===== src/rtl/dvi_timing_ctrl_if.sv =====
// Raster timing bundle between the timing controller and the pixel source / TMDS encoders.
interface dvi_timing_ctrl_if;
  logic       enable;
  logic       hsync;
  logic       vsync;
  logic       de;
  logic [9:0] x;
  logic [9:0] y;
  logic       line_start;
  logic       frame_start;
  logic       running;

  modport master (
    input  enable,
    output hsync, vsync, de, x, y, line_start, frame_start, running
  );

  modport slave (
    output enable,
    input  hsync, vsync, de, x, y, line_start, frame_start, running
  );
endinterface


===== src/rtl/dvi_timing_ctrl.sv =====
// Pixel-clock raster generator: sync/de/coordinates plus start/stop sequencing
// that only ever stops at a frame boundary.
module dvi_timing_ctrl #(
  parameter int H_ACTIVE  = 640,
  parameter int H_FP      = 16,
  parameter int H_SYNC    = 96,
  parameter int H_BP      = 48,
  parameter int V_ACTIVE  = 480,
  parameter int V_FP      = 10,
  parameter int V_SYNC    = 2,
  parameter int V_BP      = 33,
  parameter bit HSYNC_POL = 1'b0,
  parameter bit VSYNC_POL = 1'b0
) (
  input  logic              pixclk,
  input  logic              reset,
  dvi_timing_ctrl_if.master vid
);
  localparam int H_TOTAL = H_ACTIVE + H_FP + H_SYNC + H_BP;
  localparam int V_TOTAL = V_ACTIVE + V_FP + V_SYNC + V_BP;

  // Region bounds kept 11 bits wide so a 1024-slot raster cannot overflow them.
  localparam logic [10:0] H_ACT_END = 11'(H_ACTIVE);
  localparam logic [10:0] H_SYN_BEG = 11'(H_ACTIVE + H_FP);
  localparam logic [10:0] H_SYN_END = 11'(H_ACTIVE + H_FP + H_SYNC);
  localparam logic [10:0] V_ACT_END = 11'(V_ACTIVE);
  localparam logic [10:0] V_SYN_BEG = 11'(V_ACTIVE + V_FP);
  localparam logic [10:0] V_SYN_END = 11'(V_ACTIVE + V_FP + V_SYNC);
  localparam logic [9:0]  H_LAST    = 10'(H_TOTAL - 1);
  localparam logic [9:0]  V_LAST    = 10'(V_TOTAL - 1);

  typedef enum logic [1:0] {
    S_IDLE,
    S_RUN,
    S_DRAIN
  } state_t;

  state_t      r_state;
  state_t      w_state_nxt;
  logic [9:0]  r_hc;
  logic [9:0]  r_vc;
  logic [9:0]  w_hc_nxt;
  logic [9:0]  w_vc_nxt;
  logic [10:0] w_hc_ext;
  logic [10:0] w_vc_ext;
  logic        w_counting;
  logic        w_h_last;
  logic        w_frame_last;
  logic        w_h_act;
  logic        w_v_act;
  logic        w_h_syn;
  logic        w_v_syn;
  logic        w_de;
  logic        w_hsync;
  logic        w_vsync;
  logic [9:0]  w_x;
  logic [9:0]  w_y;
  logic        w_line_start;
  logic        w_frame_start;
  logic        w_running;

  logic        r_hsync;
  logic        r_vsync;
  logic        r_de;
  logic [9:0]  r_x;
  logic [9:0]  r_y;
  logic        r_line_start;
  logic        r_frame_start;
  logic        r_running;

  assign w_counting   = (r_state != S_IDLE);
  assign w_h_last     = (r_hc == H_LAST);
  assign w_frame_last = w_h_last && (r_vc == V_LAST);

  always_comb begin
    w_state_nxt = r_state;
    case (r_state)
      S_IDLE:  if (vid.enable) w_state_nxt = S_RUN;
      S_RUN:   if (!vid.enable) w_state_nxt = w_frame_last ? S_IDLE : S_DRAIN;
      S_DRAIN: begin
        if (vid.enable)        w_state_nxt = S_RUN;
        else if (w_frame_last) w_state_nxt = S_IDLE;
      end
      default: w_state_nxt = S_IDLE;
    endcase
  end

  always_comb begin
    w_hc_nxt = '0;
    w_vc_nxt = '0;
    if (w_counting) begin
      if (w_h_last) begin
        w_hc_nxt = '0;
        w_vc_nxt = w_frame_last ? '0 : r_vc + 10'd1;
      end else begin
        w_hc_nxt = r_hc + 10'd1;
        w_vc_nxt = r_vc;
      end
    end
  end

  // Outputs are decoded from the current counters and registered, so every
  // output trails the counters by exactly one cycle with no relative skew.
  always_comb begin
    w_hc_ext      = {1'b0, r_hc};
    w_vc_ext      = {1'b0, r_vc};
    w_h_act       = (w_hc_ext < H_ACT_END);
    w_v_act       = (w_vc_ext < V_ACT_END);
    w_h_syn       = (w_hc_ext >= H_SYN_BEG) && (w_hc_ext < H_SYN_END);
    w_v_syn       = (w_vc_ext >= V_SYN_BEG) && (w_vc_ext < V_SYN_END);
    w_de          = w_counting && w_h_act && w_v_act;
    w_hsync       = (w_counting && w_h_syn) ? HSYNC_POL : !HSYNC_POL;
    w_vsync       = (w_counting && w_v_syn) ? VSYNC_POL : !VSYNC_POL;
    w_x           = w_de ? r_hc : '0;
    w_y           = w_de ? r_vc : '0;
    w_line_start  = w_counting && (r_hc == '0);
    w_frame_start = w_line_start && (r_vc == '0);
    // Held through the final slot of a drained frame so it falls with the outputs.
    w_running     = w_counting || (w_state_nxt != S_IDLE);
  end

  always_ff @(posedge pixclk) begin
    if (reset) begin
      r_state       <= S_IDLE;
      r_hc          <= '0;
      r_vc          <= '0;
      r_hsync       <= !HSYNC_POL;
      r_vsync       <= !VSYNC_POL;
      r_de          <= 1'b0;
      r_x           <= '0;
      r_y           <= '0;
      r_line_start  <= 1'b0;
      r_frame_start <= 1'b0;
      r_running     <= 1'b0;
    end else begin
      r_state       <= w_state_nxt;
      r_hc          <= w_hc_nxt;
      r_vc          <= w_vc_nxt;
      r_hsync       <= w_hsync;
      r_vsync       <= w_vsync;
      r_de          <= w_de;
      r_x           <= w_x;
      r_y           <= w_y;
      r_line_start  <= w_line_start;
      r_frame_start <= w_frame_start;
      r_running     <= w_running;
    end
  end

  assign vid.hsync       = r_hsync;
  assign vid.vsync       = r_vsync;
  assign vid.de          = r_de;
  assign vid.x           = r_x;
  assign vid.y           = r_y;
  assign vid.line_start  = r_line_start;
  assign vid.frame_start = r_frame_start;
  assign vid.running     = r_running;
endmodule


===== src/flat_wrapper.sv =====
// flat-port wrapper written by rule: the top's interface ports become plain ports
module dvi_timing_ctrl_flat 
#(
  parameter int H_ACTIVE  = 640,
  parameter int H_FP      = 16,
  parameter int H_SYNC    = 96,
  parameter int H_BP      = 48,
  parameter int V_ACTIVE  = 480,
  parameter int V_FP      = 10,
  parameter int V_SYNC    = 2,
  parameter int V_BP      = 33,
  parameter bit HSYNC_POL = 1'b0,
  parameter bit VSYNC_POL = 1'b0
)
  (pixclk, reset, vid_enable, vid_hsync, vid_vsync, vid_de, vid_x, vid_y, vid_line_start, vid_frame_start, vid_running);
  dvi_timing_ctrl_if vid_i ();
  input  logic pixclk;
  input  logic reset;
  input wire logic [$bits(vid_i.enable)-1:0] vid_enable;
  output wire logic [$bits(vid_i.hsync)-1:0] vid_hsync;
  output wire logic [$bits(vid_i.vsync)-1:0] vid_vsync;
  output wire logic [$bits(vid_i.de)-1:0] vid_de;
  output wire logic [$bits(vid_i.x)-1:0] vid_x;
  output wire logic [$bits(vid_i.y)-1:0] vid_y;
  output wire logic [$bits(vid_i.line_start)-1:0] vid_line_start;
  output wire logic [$bits(vid_i.frame_start)-1:0] vid_frame_start;
  output wire logic [$bits(vid_i.running)-1:0] vid_running;
  assign vid_i.enable = vid_enable;
  assign vid_hsync = vid_i.hsync;
  assign vid_vsync = vid_i.vsync;
  assign vid_de = vid_i.de;
  assign vid_x = vid_i.x;
  assign vid_y = vid_i.y;
  assign vid_line_start = vid_i.line_start;
  assign vid_frame_start = vid_i.frame_start;
  assign vid_running = vid_i.running;
  dvi_timing_ctrl #(.H_ACTIVE(H_ACTIVE), .H_FP(H_FP), .H_SYNC(H_SYNC), .H_BP(H_BP), .V_ACTIVE(V_ACTIVE), .V_FP(V_FP), .V_SYNC(V_SYNC), .V_BP(V_BP), .HSYNC_POL(HSYNC_POL), .VSYNC_POL(VSYNC_POL)) u_core (.pixclk(pixclk), .reset(reset), .vid(vid_i));
endmodule

===== config.mk =====
export PLATFORM = sky130hd
export DESIGN_NAME = dvi_timing_ctrl_flat
export DESIGN_NICKNAME = d
export VERILOG_FILES = /design/src/rtl/dvi_timing_ctrl_if.sv /design/src/rtl/dvi_timing_ctrl.sv /design/src/flat_wrapper.sv
export SDC_FILE = /design/constraint.sdc
export NUM_CORES = 1
export LEC_CHECK = 0
export BUFFER_PORTS_ARGS = -buffer_cell sky130_fd_sc_hd__buf_4
export CORE_UTILIZATION = 62
export CTS_BUF_LIST = sky130_fd_sc_hd__clkbuf_4
export CTS_CLUSTER_SIZE = 16
export DETAILED_ROUTE_END_ITERATION = 10
export PLACE_DENSITY = 0.82
export SLEW_MARGIN = 30
export SYNTH_ARGS = -nofsm -noshare
export SYNTH_HDL_FRONTEND = slang
export SYNTH_SLANG_ARGS = --single-unit

===== constraint.sdc =====
create_clock -name pixclk -period 3.91 [get_ports pixclk]
set_clock_uncertainty 0.2 [all_clocks]
set_input_delay 0.5865 -clock pixclk [delete_from_list [all_inputs] [get_ports pixclk]]
set_output_delay 0.5865 -clock pixclk [all_outputs]
set_load 0.03 [all_outputs]

; After elaboration in Yosys (flattened, before gate mapping)
; Cells that the tools add are included.
[word_totals]
ff_bits = 48
out_inout_bits = 26
word_cells = 52
[classes]
addsub = 2
magnitude_cmp = 6
n_eq_ne = 4
n_mux = 9
bitwise = 2
n_reduce_logical = 18
[ops]
columns = op, n
row1 = $add 10x1->10 const B, 2
row2 = $eq 10x10->1 const B, 2
row3 = $logic_not 10->1, 2
row4 = $lt 10x10->1 const B, 2
row5 = $lt 10x9->1 const B, 2
row6 = $ge 10x10->1 const B, 1
row7 = $ge 10x9->1 const B, 1
row8 = $mux 10, 1
row9 = $mux 2, 5
row10 = $logic_and 1x1->1, 9
row11 = $pmux 2 s3, 1
row12 = $reduce_bool 2->1, 2
row13 = $reduce_or 2->1, 2
row14 = $reduce_or 3->1, 1
row15 = $eq 2x1->1 const B, 1
row16 = $eq 2x2->1 const B, 1
row17 = $logic_not 2->1, 1
row18 = $mux 1, 2
row19 = $not 1->1, 2
row20 = $logic_or 1x1->1, 1

; Longest topological paths before layout
; Gate-level depths: netlist of run 1.
[logic_depth]
ltp_word = 7
depth_mapped = 6
ltp_nobuf = 6

; Least setup slack after synthesis of run 1
; Ideal clock, no wire load.
[synth_path]
path_type = reg-to-reg
startpoint = register u_core.r_hc[0]
endpoint = register u_core.r_vc[9]
setup_ns = 0.072
t_arrival_ns = 1.781
required_ns = 3.638
setup_slack_ns = 1.857
stages_incl_launch_ff = 6
path_buffers = 0
cell_sequence = dfxtp_1 ha_1 nand3_1 or4_4 or4_1 a21oi_1
[synth_between]
elab_chain_cells = 3
[synth_rtl]
columns = item, line
row1 = from (decl), dvi_timing_ctrl.sv:40  ; logic [9:0] r_hc;
row2 = from (signal assigned), dvi_timing_ctrl.sv:137  ; r_hc <= w_hc_nxt;
row3 = $eq 10x10->1 (*), dvi_timing_ctrl.sv:72  ; assign w_h_last = (r_hc == H_LAST);
row4 = $logic_and 1x1->1, dvi_timing_ctrl.sv:73  ; assign w_frame_last = w_h_last && (r_vc == V_LAST);
row5 = $mux 10, dvi_timing_ctrl.sv:94  ; w_vc_nxt = w_frame_last ? '0 : r_vc + 10'd1;
row6 = to (signal assigned), dvi_timing_ctrl.sv:138  ; r_vc <= w_vc_nxt;
row7 = to (decl), dvi_timing_ctrl.sv:41  ; logic [9:0] r_vc;
; Every way passes the cells marked *; elsewhere a longest branch is shown, timed or not.
; A chain may end at the register's enable or synchronous reset.

; Final worst setup path of run 1
[layout_path]
startpoint = register u_core.r_hc[0]
endpoint = register u_core.r_vc[7]
; Same word-level chain as after synthesis.

==> flow_summary.toml, run 1 <==
[worst_setup_path]
start_kind = "flip-flop"
arrival_ns = 2.41
r2r_end = "u_core.r_vc[7]$_SDFFE_PP0N_"
rr_worst_depth = 5
cp.required_ns = 4.00
endpoint_kind = "flip-flop"
cp_max_fo = 7
reg2reg_slack_ns = 1.59
r2r-start = "u_core.r_hc[0]$_SDFF_PP0_"
critical_path_class = "flip-flop to flip-flop"

[sta]
setup_ws_ns = 1.59
maxSlewHeadroom_pct = 45.2
setup_viol = 0
finalSetupTns_ns = 0
rsz0062_at_grt = "false"
finalCritPeriodShare_pct = 59.3
final-hold-violation-count = 0
slew_violations = 0
layout_min_cycle_time_ns = 2.32
fmax_ghz = 0.431
worstMarginPinSlew_ns = 0.821

[global_route]
grt_util_all_layers_pct = 23.2
grt_max_degree = 21
grt_overflow = 0
grt_pass1_vias = 1295
grt_pass1_wl_um = 5620
antenna_found_initial = 0

[logic_synthesis]
yosys_warnings = 0
ys_types = 42
synth_area_leaders = "dfxtp_1, and2_1, nor2_1"
synth_top_area_share_pct = 52.5
ys_ff_latch = 48
syn_inst = 182
postSynth.asyncResetShare_pct = 0
synth_nets = 189
synth-main-ff-cell = "dfxtp_1"
yosysSeqAreaShare_pct = 52.5
synth_top_area_cell = "dfxtp_1"
synth-edff-count = 0
syn_avg_cell_area_um2 = 10.1
synth_area_um2 = 1830

[pwr]
p_leak_nw = 0.816
power_mw = 0.738
combPwrFrac_pct = 3.9
powerDensity_nw_per_um2 = 356
seqPwrFrac_pct = 67.4
switching_share_pct = 22.7
power.internal_mw = 0.570
pwr-share-clk_pct = 28.7
switchingPower_mw = 0.168
peakVddDrop_mv = 0.368

[die]
core_um2 = 2780
row_count = 19
start_util_pct = 65.8
io_pins = 29
die_h_um = 56.3
die_x_um = 56.3
dieArea_um2 = 3170

[status]
outcome = "finished clean"

[cells_and_area]
area_growth_pct = 13.2
n_antenna_cell = 0
n_fill_cell = 208
nets = 219
multi_input_comb_area_um2 = 788
final-seq-area_um2 = 961
layout-drive-gt1-share_pct = 19.7

[route]
drc_errors = 0
vias_per_cell = 5.65
vias = 1379
dr.first_iter.drc_count = 37
final_antenna_net_count = 0
totalWireLength_um = 3470
firstDrtPassIters = 4
wl_per_cell_um = 14.2

[placement]
gp_congestion = 0.931
dp_hpwl_um = 2570
pre_cts_ws_ns = 1.62
io_buffers = 28

[clocking]
cts_resized = 0
numCtsBuffers = 5
cts_setup_buffers = 0
clockRootBuffer = "clkbuf_4"
htreeDepth = 2
insertion_delay_ns = 0.36
cts_tree = "yes"
clock_sinks = 48
holdBufCountCts = 0
clk_pin_slew_ns = 0.12
max-clock-path-buffers = 2

[worst_hold_path]
hp-class = "input port to flip-flop"
whs_path_depth = 2
hold_start = "vid_enable"
hold_end = "u_core.r_state[1]$_SDFF_PP0_"

[run]
drv_cap = 0
## cell type report
class | count | area share [%]
clock buffers | 5 | 1.81
multi-input cells | 124 | 38.0
flip-flops and latches | 48 | 46.4
well taps | 31 | 1.87
clock inverters | 3 | 0.664
inverters | 4 | 0.725
repair buffers | 29 | 10.5
## power groups by stage
stage | sequential (mW) | combinational, mW | clock (mW)
3_5_place_dp | 0.508 | 0.0288 | 0
6_report | 0.497 | 0.0287 | 0.212
2_1_floorplan | 0.514 | 0.00999 | 0
3_3_place_gp | 0.508 | 0.0284 | 0
4_1_cts | 0.497 | 0.0289 | 0.219
5_1_grt | 0.498 | 0.0313 | 0.234
## metal layers
layer  routed length (µm)  vias up  global-route usage [%]
met1                 1390      634                    24.6
met4                   36        0                    8.36
met3                  182        6                    7.37
met5                    0        -                       0
li1                     -      686                       -
met2                 1860       53                    42.9
## through the flow
stage / util, % / instances / hold slack [ns] / instance area [µm²]
finish: 74.5 / 244 / 0.179 / 2070
global route: 74.5 / 244 / 0.148 / 2070
CTS: 74.5 / 244 / 0.165 / 2070
detailed placement: 72.6 / 236 / 0.269 / 2020
global placement: 72.6 / 236 / 0.260 / 2020
floorplan: - / 182 / 0.220 / 1830
## worst max path at each step
stage | from | to | cells after the start
after floorplan | u_core.r_hc[0]$_SDFF_PP0_ | u_core.r_vc[9]$_SDFFE_PP0N_ | 5
after global placement | u_core.r_vc[0]$_SDFFE_PP0N_ | u_core.r_vc[6]$_SDFFE_PP0N_ | 5
after detailed placement | u_core.r_hc[0]$_SDFF_PP0_ | u_core.r_vc[7]$_SDFFE_PP0N_ | 5
after CTS | u_core.r_hc[0]$_SDFF_PP0_ | u_core.r_vc[7]$_SDFFE_PP0N_ | 5
after global routing | u_core.r_hc[0]$_SDFF_PP0_ | u_core.r_vc[0]$_SDFFE_PP0N_ | 5
final | u_core.r_hc[0]$_SDFF_PP0_ | u_core.r_vc[7]$_SDFFE_PP0N_ | 5
## critical path: stages (launching register included)
cell and delay (ns):
dfxtp_1 0.42, ha_1 0.23, nand3_1 0.21, or4_4 0.58, or4_1 0.44, a21oi_1 0.17
## state kept, by name (all words and copies together), names as in the netlist
register,cells
u_core.vid.x,10
u_core.vid.de,1
u_core.vid.y,10
u_core.vid.running,1
u_core.vid.line_start,1
u_core.r_state,2
u_core.vid.frame_start,1
u_core.r_vc,10
u_core.vid.hsync,1
u_core.vid.vsync,1
u_core.r_hc,10
## synth_stat cells (2+ instances only)
| master | count |
|---|---|
| and2_1 | 20 |
| dfxtp_1 | 48 |
| nor3_1 | 3 |
| xnor2_1 | 6 |
| nor4_1 | 5 |
| nor2_1 | 19 |
| o21ai_0 | 4 |
| ha_1 | 4 |
| nand3_1 | 8 |
| or4_1 | 2 |
| and3_1 | 4 |
| inv_1 | 4 |
| nor4b_1 | 3 |
| nand2_1 | 7 |
| clkbuf_1 | 2 |
| a21oi_1 | 5 |
| xor2_1 | 6 |
| o31ai_1 | 3 |
| nand4_1 | 6 |
## layout by cell type, fill, tap and decap left out, drive strengths merged, types with 4 or more instances in the layout
cell / Yosys / final
a21oi: 5 / 5
and2: 21 / 21
and3: 5 / 5
buf: 2 / 29
clkbuf: 3 / 5
dfxtp: 48 / 48
ha: 4 / 4
inv: 4 / 4
nand2: 7 / 7
nand3: 8 / 8
nand4: 6 / 6
nor2: 19 / 19
nor4: 5 / 5
o21ai: 5 / 5
xnor2: 6 / 6
xor2: 6 / 6
## kinds of logic after synthesis
logic type	share of synthesized area [%]
simple gates	28.2
flops	52.5
buf+inv	4.78
compound gates	5.26
mux	0.547
xor+xnor	5.74
fa+ha+maj	2.73
other cells	0.205
No activity file was read; power rests on OpenSTA's default activity.
==> run 2, diff against run 1 <==
CORE_UTILIZATION = 57   (was 62)
PLACE_DENSITY = 0.76   (was 0.82)
clock period = 2.3 ns   (was 3.91 ns; I/O delays follow)
==> run 2 against run 1 <==
Effect of this change:
- non-clock buffer count is 11 higher
- clock-buffer cell count increased by 2
- sequential power up 70%
- wire length grew 2.7%
- sequential cell count did not move
- via count increased by 3.4%
- critical path depth is 1 lower
- first-iteration DRC count up 43%
- cell area increased by 5.1%
- hold slack worse by 0.11 ns
- critical path type unchanged
- largest cell class unchanged
==> flow_summary.toml, run 2 (same netlist as run 1, synthesis figures left out) <==
[clocking]
cts_resized = 0
clockRootBuffer = "clkbuf_4"
cts_setup_buffers = 0
cts_tree = "yes"
max-clock-path-buffers = 2
insertion_delay_ns = 0.35
clock_sinks = 48
clk_pin_slew_ns = 0.12
holdBufCountCts = 1
htreeDepth = 2
numCtsBuffers = 5

[worst_hold_path]
hp-class = "input port to flip-flop"

[cells_and_area]
final_common_cell = "dfxtp_1"
nets = 230
multi_input_comb_area_um2 = 788
layout-drive-gt1-share_pct = 23.2
final-seq-area_um2 = 961
mostFrequentLayoutCells = "dfxtp_1, buf_4, and2_1, nor2_1, nand3_1"
n_antenna_cell = 0
fin_area_um2 = 2180
final_cells = 268
n_fill_cell = 237
area_growth_pct = 19.0

[placement]
io_buffers = 28
dp_hpwl_um = 2580
dpl_cell_area_um2 = 2110
gp_congestion = 1.03
dp_cells = 259

[global_route]
antenna_found_initial = 0
grt_max_degree = 14
grt_util_all_layers_pct = 23.1
grt_pass1_vias = 1323
grt_pass1_wl_um = 5870
grt_overflow = 0

[worst_setup_path]
cp_max_fo = 7
cp.required_ns = 2.39
arrival_ns = 2.33
critical_path_class = "flip-flop to flip-flop"
start_kind = "flip-flop"
reg2reg_slack_ns = 0.06
endpoint_kind = "flip-flop"

[die]
start_util_pct = 60.0
die_h_um = 58.7
dieArea_um2 = 3440
io_pins = 29
die_x_um = 58.7
row_count = 20
core_um2 = 3050

[sta]
worstMarginPinSlew_ns = 0.575
layout_min_cycle_time_ns = 2.24
final-hold-violation-count = 0
finalCritPeriodShare_pct = 97.3
slew_violations = 0
rsz0062_at_grt = "false"
maxSlewHeadroom_pct = 61.6
fmax_ghz = 0.447
setup_viol = 0
finalSetupTns_ns = 0

[status]
outcome = "finished clean"

[pwr]
switchingPower_mw = 0.274
p_leak_nw = 0.872
peakVddDrop_mv = 0.412
combPwrFrac_pct = 4.4
seqPwrFrac_pct = 66.1
powerDensity_nw_per_um2 = 586
pwr-share-clk_pct = 29.5
power.internal_mw = 1.00
switching_share_pct = 21.4

[route]
totalWireLength_um = 3560
firstDrtPassIters = 4
dr.first_iter.drc_count = 53
wl_per_cell_um = 13.3
drc_errors = 0
vias_per_cell = 5.32
vias = 1426
final_antenna_net_count = 0

[run]
drv_cap = 0
## run 2: cell count changes in the layout (fill, tap and decap cells not counted), sizes merged
cell	change
clkinv	-2
clkbuf	+2
dlygate4sd3	+1
buf	+10
## run 2: power groups by stage
| stage | clock, mW | combinational (mW) | sequential [mW] |
|---|---|---|---|
| global placement | 0 | 0.0536 | 0.863 |
| floorplan | 0 | 0.0170 | 0.874 |
| finish | 0.377 | 0.0560 | 0.844 |
| detailed placement | 0 | 0.0545 | 0.863 |
| CTS | 0.391 | 0.0560 | 0.844 |
| global route | 0.421 | 0.0610 | 0.846 |
## run 2: stage by stage
stage	util, %	power, mW	hold slack, ns	worst slack (ns)
global placement	69.2	0.916	0.241	0.225
global route	71.4	1.33	0.0770	0.00443
floorplan	-	0.891	0.218	0.247
detailed placement	69.2	0.918	0.259	0.125
CTS	71.4	1.29	0.0491	0.0937
finish	71.4	1.28	0.0692	0.0620
## run 2: final timing paths
path,startpoint,endpoint,cells past startpoint
worst max-delay path,u_core.r_hc[8]$_SDFF_PP0_,u_core.r_vc[7]$_SDFFE_PP0N_,4
worst min-delay path,reset,u_core.r_state[0]$_SDFF_PP0_,3
worst max register to register,u_core.r_hc[8]$_SDFF_PP0_,u_core.r_vc[7]$_SDFFE_PP0N_,4
worst min register to register,u_core.r_vc[1]$_SDFFE_PP0N_,u_core.vid.vsync$_SDFF_PP1_,1
## run 2: layout make-up
| class | count | share of cell area, % |
|---|---|---|
| Clock inverter | 1 | 0.172 |
| Timing Repair Buffer | 40 | 13.9 |
| Inverter | 4 | 0.689 |
| Multi-Input combinational cell | 124 | 36.2 |
| Clock buffer | 7 | 2.41 |
| Sequential cell | 48 | 44.1 |
| Tap cell | 44 | 2.53 |
## run 2: worst max-delay path, cell delays in order (launching register included)
cell and delay, ns:
dfxtp_1 0.44, nand4b_1 0.31, or4_4 0.64, or4_1 0.43, a21oi_1 0.16
## run 2: per-layer routing
metal	vias up	share of wire (%)	track usage [%]
met4	0	1.1	7.14
li1	708	-	-
met3	7	6.4	7.47
met1	654	42	26.8
met5	-	0	0
met2	57	51	40.4
